**src/rtl/stream_demux_router_pkg.sv**
```systemverilog
// Shared definitions for the interface unit: channel IDs, router FSM state, default widths.
package stream_demux_router_pkg;

   localparam int CH_FILTER = 0;
   localparam int CH_IFMAP  = 1;
   localparam int CH_PSUM   = 2;

   localparam int DEF_DATA_WIDTH = 64;
   localparam int DEF_LEN_WIDTH  = 8;

   typedef enum logic {
      IDLE  = 1'b0,
      BURST = 1'b1
   } router_state_t;

endpackage

```
**src/rtl/stream_demux_router_out_slot.sv**
```systemverilog
// Single-entry valid/ready output register; a load wins over a drain in the same cycle.
module demux_out_slot
   import stream_demux_router_pkg::*;
#(
   parameter int DATA_WIDTH = DEF_DATA_WIDTH
) (
   input  logic                  clk,
   input  logic                  reset,
   input  logic                  load,
   input  logic [DATA_WIDTH-1:0] load_data,
   input  logic                  ready,
   output logic                  valid,
   output logic [DATA_WIDTH-1:0] data,
   output logic                  can_load
);

   // Loading is safe when the slot is empty or its word leaves this cycle.
   assign can_load = !valid || ready;

   always_ff @(posedge clk) begin
      if (reset) begin
         valid <= 1'b0;
         data  <= '0;
      end else if (load) begin
         valid <= 1'b1;
         data  <= load_data;
      end else if (ready) begin
         valid <= 1'b0;
      end
   end

endmodule

```
**src/rtl/stream_demux_router.sv**
```systemverilog
// Registered burst demux: steers a valid/ready word stream to one of NUM_CH output slots.
//
//   state | meaning
//   IDLE  | next input beat is a first beat; in_sel/in_len sampled on transfer
//   BURST | remaining beats go to the latched channel; rem counts beats left
module stream_demux_router
   import stream_demux_router_pkg::*;
#(
   parameter int DATA_WIDTH = DEF_DATA_WIDTH,
   parameter int NUM_CH     = 3,
   parameter int SEL_WIDTH  = $clog2(NUM_CH),
   parameter int LEN_WIDTH  = DEF_LEN_WIDTH
) (
   input  logic                         clk,
   input  logic                         reset,
   input  logic                         in_valid,
   output logic                         in_ready,
   input  logic [DATA_WIDTH-1:0]        in_data,
   input  logic [SEL_WIDTH-1:0]         in_sel,
   input  logic [LEN_WIDTH-1:0]         in_len,
   output logic [NUM_CH-1:0]            out_valid,
   input  logic [NUM_CH-1:0]            out_ready,
   output logic [NUM_CH*DATA_WIDTH-1:0] out_data,
   output logic                         busy,
   output logic                         sel_err
);

   router_state_t          state;
   logic [SEL_WIDTH-1:0]   sel_q;
   logic [LEN_WIDTH-1:0]   rem;
   logic [SEL_WIDTH-1:0]   target;
   logic [NUM_CH-1:0]      dest;
   logic [NUM_CH-1:0]      can_load;
   logic [NUM_CH-1:0]      load;
   logic                   target_ok;
   logic                   fire;

   assign target = (state == IDLE) ? in_sel : sel_q;

   // One-hot decode; an out-of-range select decodes to all zeros.
   always_comb begin
      dest = '0;
      for (int k = 0; k < NUM_CH; k++) begin
         if (target == SEL_WIDTH'(k)) dest[k] = 1'b1;
      end
   end

   assign target_ok = |dest;
   // Invalid targets always accept so their words are sunk.
   assign in_ready  = !reset && (!target_ok || |(dest & can_load));
   assign fire      = in_valid && in_ready;
   assign load      = fire ? dest : '0;

   always_ff @(posedge clk) begin
      if (reset) begin
         state   <= IDLE;
         sel_q   <= '0;
         rem     <= '0;
         busy    <= 1'b0;
         sel_err <= 1'b0;
      end else begin
         sel_err <= 1'b0;
         if (fire) begin
            case (state)
               IDLE: begin
                  sel_q   <= in_sel;
                  rem     <= in_len;
                  sel_err <= !target_ok;
                  if (in_len != '0) begin
                     state <= BURST;
                     busy  <= 1'b1;
                  end
               end
               BURST: begin
                  rem <= rem - 1'b1;
                  if (rem == LEN_WIDTH'(1)) begin
                     state <= IDLE;
                     busy  <= 1'b0;
                  end
               end
               default: state <= IDLE;
            endcase
         end
      end
   end

   for (genvar k = 0; k < NUM_CH; k++) begin : g_slot
      demux_out_slot #(
         .DATA_WIDTH (DATA_WIDTH)
      ) u_slot (
         .clk       (clk),
         .reset     (reset),
         .load      (load[k]),
         .load_data (in_data),
         .ready     (out_ready[k]),
         .valid     (out_valid[k]),
         .data      (out_data[k*DATA_WIDTH +: DATA_WIDTH]),
         .can_load  (can_load[k])
      );
   end

endmodule
```
**config.mk**
```make
export PLATFORM = sky130hd
export DESIGN_NAME = stream_demux_router
export DESIGN_NICKNAME = d
export VERILOG_FILES = /design/src/rtl/stream_demux_router_pkg.sv /design/src/rtl/stream_demux_router_out_slot.sv /design/src/rtl/stream_demux_router.sv
export SDC_FILE = /design/constraint.sdc
export NUM_CORES = 1
export LEC_CHECK = 0
export ABC_AREA = 1
export BUFFER_PORTS_ARGS = -buffer_cell sky130_fd_sc_hd__buf_2
export CAP_MARGIN = 20
export CELL_PAD_IN_SITES_DETAIL_PLACEMENT = 0
export CELL_PAD_IN_SITES_GLOBAL_PLACEMENT = 1
export CORE_MARGIN = 2
export CORE_UTILIZATION = 36
export CTS_BUF_LIST = sky130_fd_sc_hd__clkbuf_8
export CTS_CLUSTER_DIAMETER = 150
export CTS_CLUSTER_SIZE = 10
export DETAILED_ROUTE_END_ITERATION = 12
export HOLD_SLACK_MARGIN = 0.08
export PLACE_DENSITY_LB_ADDON = 0.1
export SLEW_MARGIN = 25
export SYNTH_ARGS = -nofsm -noshare
export SYNTH_HDL_FRONTEND = slang
export SYNTH_HIERARCHICAL = 1
export SYNTH_SLANG_ARGS = --single-unit
export TNS_END_PERCENT = 1
```
**constraint.sdc**
```tcl
create_clock -name clk -period 2.7 [get_ports clk]
set_input_delay 0.405 -clock clk [delete_from_list [all_inputs] [get_ports clk]]
set_output_delay 0.405 -clock clk [all_outputs]
set_load 0.1 [all_outputs]
```
==> flow_metrics.py <==
metrics = {
    "global_routing": {
        "grt_pass1_vias": 6896,
        "grt_first_pass_wirelength_mm": 38.27,
        "use_met1": 0.2655,
        "met3_usage": 0.06168,
        "grt.met2_usage": 0.3518,
        "top_usage_layer": "met2",
        "grt_antenna_before_repair": 3,
        "grt_overflow": 0,
        "grt_max_degree": 66,
        "grt_usage": 0.2111,
    },
    "synthesis": {
        "yosysTopAreaCell": "dfxtp_1",
        "yosys-top-cells-area": "dfxtp_1, nor2_1, o21ai_0",
        "avgSynthCellArea_um2": 7.790,
        "yosys_warnings": 6,
        "synth_top_family_by_area": "simple AND/OR/NAND/NOR gates",
        "synth_mux_area_frac": 0.001279,
        "synth_compound_gate_area_share": 0.1386,
        "synth-simple-area-share": 0.2469,
        "synth-xor-area-share": 0,
        "synth.top_cell.area_share": 0.5319,
        "synthAdderAreaFrac": 0.003196,
        "synth_area_um2": 7829,
        "postSynthCellCount": 1005,
        "yosysSeqAreaShare": 0.5319,
        "ys_types": 26,
        "synthesis.nets": 1087,
        "ys_ff_latch": 208,
    },
    "timing": {
        "fmax_mhz": 405.7,
        "fin_setup_tns_ns": 0,
        "tightest_slew_ns": 0.8539,
        "fin_crit_ns": 2.465,
        "fin_crit_sh": 0.9130,
        "layout_setup_ws_ns": 0.2350,
        "relSlewSlack": 0.4307,
        "finalHoldViolations": 0,
        "rsz0062_at_grt": "no",
        "setup_viol_count_final": 0,
        "skew_ns": 0.009608,
        "drv_slew": 0,
    },
    "cts": {
        "hold_buffers": 0,
        "cts_sinks": 208,
        "cts_made_buffers": 24,
        "clockBufferDepth": 3,
        "cts_setup_buffers": 0,
        "clock_latency_ns": 0.53,
        "cts_tree": "done",
        "ctsRootBufferMaster": "clkbuf_8",
        "cts-resized-gates": 0,
        "path_clk_slew_ns": 0.08,
        "cts_max_level": 1,
    },
    "cells_and_area": {
        "finalNonFillerCells": 1541,
        "syn2layout_area_growth_pct": 24.47,
        "drive_gt1_frac": 0.2922,
        "final_nets": 1345,
        "multi_input_comb_area_um2": 3079,
        "regArea_um2": 4164,
        "fillers": 2222,
        "final_cell_area_um2": 9744,
    },
    "floorplan": {
        "initial_core_util": 0.3701,
        "core_area_um2": 21150,
        "die-height_um": 151.5,
        "dieArea_um2": 22940,
        "fp.dieW_um": 151.5,
        "ios": 278,
        "num_rows": 53,
    },
    "critical_path": {
        "critPathLaunchType": "flip-flop",
        "cpPeakStageDelay_ns": 0.45,
        "path_buf_inv": 3,
        "critPathCaptureType": "primary output",
        "cp.depth": 7,
        "crit_arrival_ns": 2.06,
        "critPathTopFamily": "buffers and inverters",
        "crit_required_ns": 2.30,
        "crit_chain": "inv_2, buf_4, nand2_2, nand3_1, nand2_1, a31oi_2, buf_2",
        "cp_max_fo": 10,
        "worst-setup-path-type": "reg -> out",
        "r2r_cells": 10,
        "critical-path-slowest-cell": "buf_2",
    },
    "detailed_routing": {
        "wl_mm": 25.23,
        "drc": 0,
        "via_count": 7292,
        "routedWlPerCell_um": 16.37,
        "drt_iter0_markers": 326,
        "viasPerCell": 4.732,
        "route.antenna.remaining_nets": 0,
        "dr.pass1.iters": 5,
    },
    "placed_design": {
        "detailed_place_hpwl_mm": 16.75,
        "routabilityCongestion": 0.7762,
        "numPortBuffers": 277,
        "dp.cells": 1512,
        "dpl_cell_area_um2": 9379,
        "dp_slack_ns": 0.3227,
    },
    "worst_hold_path": {
        "min_path_type": "in -> reg",
        "holdPathStages": 3,
    },
    "power": {
        "p_int_mw": 4.343,
        "power-per-cell-area_nw_per_um2": 707.9,
        "peakVddDrop_v": 0.0003243,
        "seq_power_share": 0.477,
        "switching_power_mw": 2.555,
        "p_clk_frac": 0.278,
        "switching_share": 0.3704,
        "leakage_nw": 5.096,
        "combPwrFrac": 0.245,
    },
    "outcome": {
        "outcome": "finished clean",
    },
    "run": {
        "max_cap_viol_count": 0,
    },
}
-- cells by family after synthesis --
group,after synthesis
buffers and inverters,101
adder cells (fa/ha/maj),2
multiplexers,1
AND/OR/NAND/NOR,480
AO/OA/AOI/OAI,213
flip-flops,208
-- metal layers --
metal  share of wire  vias to the layer above
met2            0.46                      226
met1            0.43                     3323
met4           0.028                        0
met3           0.086                       47
met5               0                        -
li1                -                     3696
-- sequential cells by signal (all words and copies together), names as in the netlist --
signal	count
g_slot.u_slot/data	192
sel_q	2
g_slot.u_slot/valid	3
state	1
busy	1
sel_err	1
rem	8
-- final timing paths --
kind                                                from                                     end  slack [ns]
hold reg to reg   g_slot[1].u_slot/data[58]$_SDFFE_PP0P_  g_slot[1].u_slot/data[58]$_SDFFE_PP0P_        0.49
setup / recovery                      state$_SDFFE_PP0P_                                in_ready        0.24
hold / removal                               in_data[37]  g_slot[1].u_slot/data[37]$_SDFFE_PP0P_        0.13
setup reg to reg                      state$_SDFFE_PP0P_  g_slot[1].u_slot/data[17]$_SDFFE_PP0P_        0.39
-- layout by cell type (no fill, tap or decap), types with 3 or more instances in the layout --
master,instances
dfxtp_1,208
inv_2,4
o21ai_0,202
buf_12,9
buf_2,277
nand4_1,5
a21oi_2,4
clkbuf_8,26
buf_4,11
nand2_1,47
nand3_1,11
nor2_1,381
inv_4,3
inv_1,28
nor2_2,27
diode_2,3
-- power by group through the flow --
stage | clock [mW] | sequential [mW] | combinational [mW]
after floorplan | 0 | 4.32 | 0.368
after global placement | 0 | 3.35 | 1.70
after detailed placement | 0 | 3.36 | 1.70
after CTS | 2.00 | 3.29 | 1.70
after global routing | 2.11 | 3.30 | 1.79
final | 1.92 | 3.29 | 1.69
-- Yosys cell counts --
cell type,number
clkinv_1,1
dfxtp_1,208
nand3_4,2
clkbuf_1,18
inv_2,4
a21oi_2,4
ha_1,2
nor3_1,2
inv_1,28
or2_1,1
buf_6,17
o21ai_1,2
buf_8,6
nor2_1,383
a21oi_1,2
o21ai_0,202
nand2_1,47
inv_4,3
clkbuf_2,15
mux2i_1,1
buf_2,9
nand2_2,2
nor2_2,27
a31oi_1,3
nand4_1,5
nand3_1,11
-- final cells by class --
cell class,instances,area share
flip-flops and latches,208,0.4273
multi-input cells,696,0.3160
repair buffers,297,0.1692
clock buffers,26,0.03672
well taps,275,0.03531
inverters,36,0.01464
diodes,3,0.0007704
-- through the flow --
step / util / power (mW) / hold slack, ns
after global routing: 0.4604 / 7.197 / 0.1216
after global placement: 0.4434 / 5.057 / 0.4705
final: 0.4606 / 6.898 / 0.1315
after detailed placement: 0.4434 / 5.056 / 0.4762
after floorplan: - / 4.688 / 0.4482
after CTS: 0.4603 / 6.996 / 0.09838
-- worst min-delay path, delay by kind of cell --
kind | cells | cell delay, ns
AND/OR/NAND/NOR | 2 | 0.12
buffers and inverters | 1 | 0.10
Power figures use the tool's default switching activity.
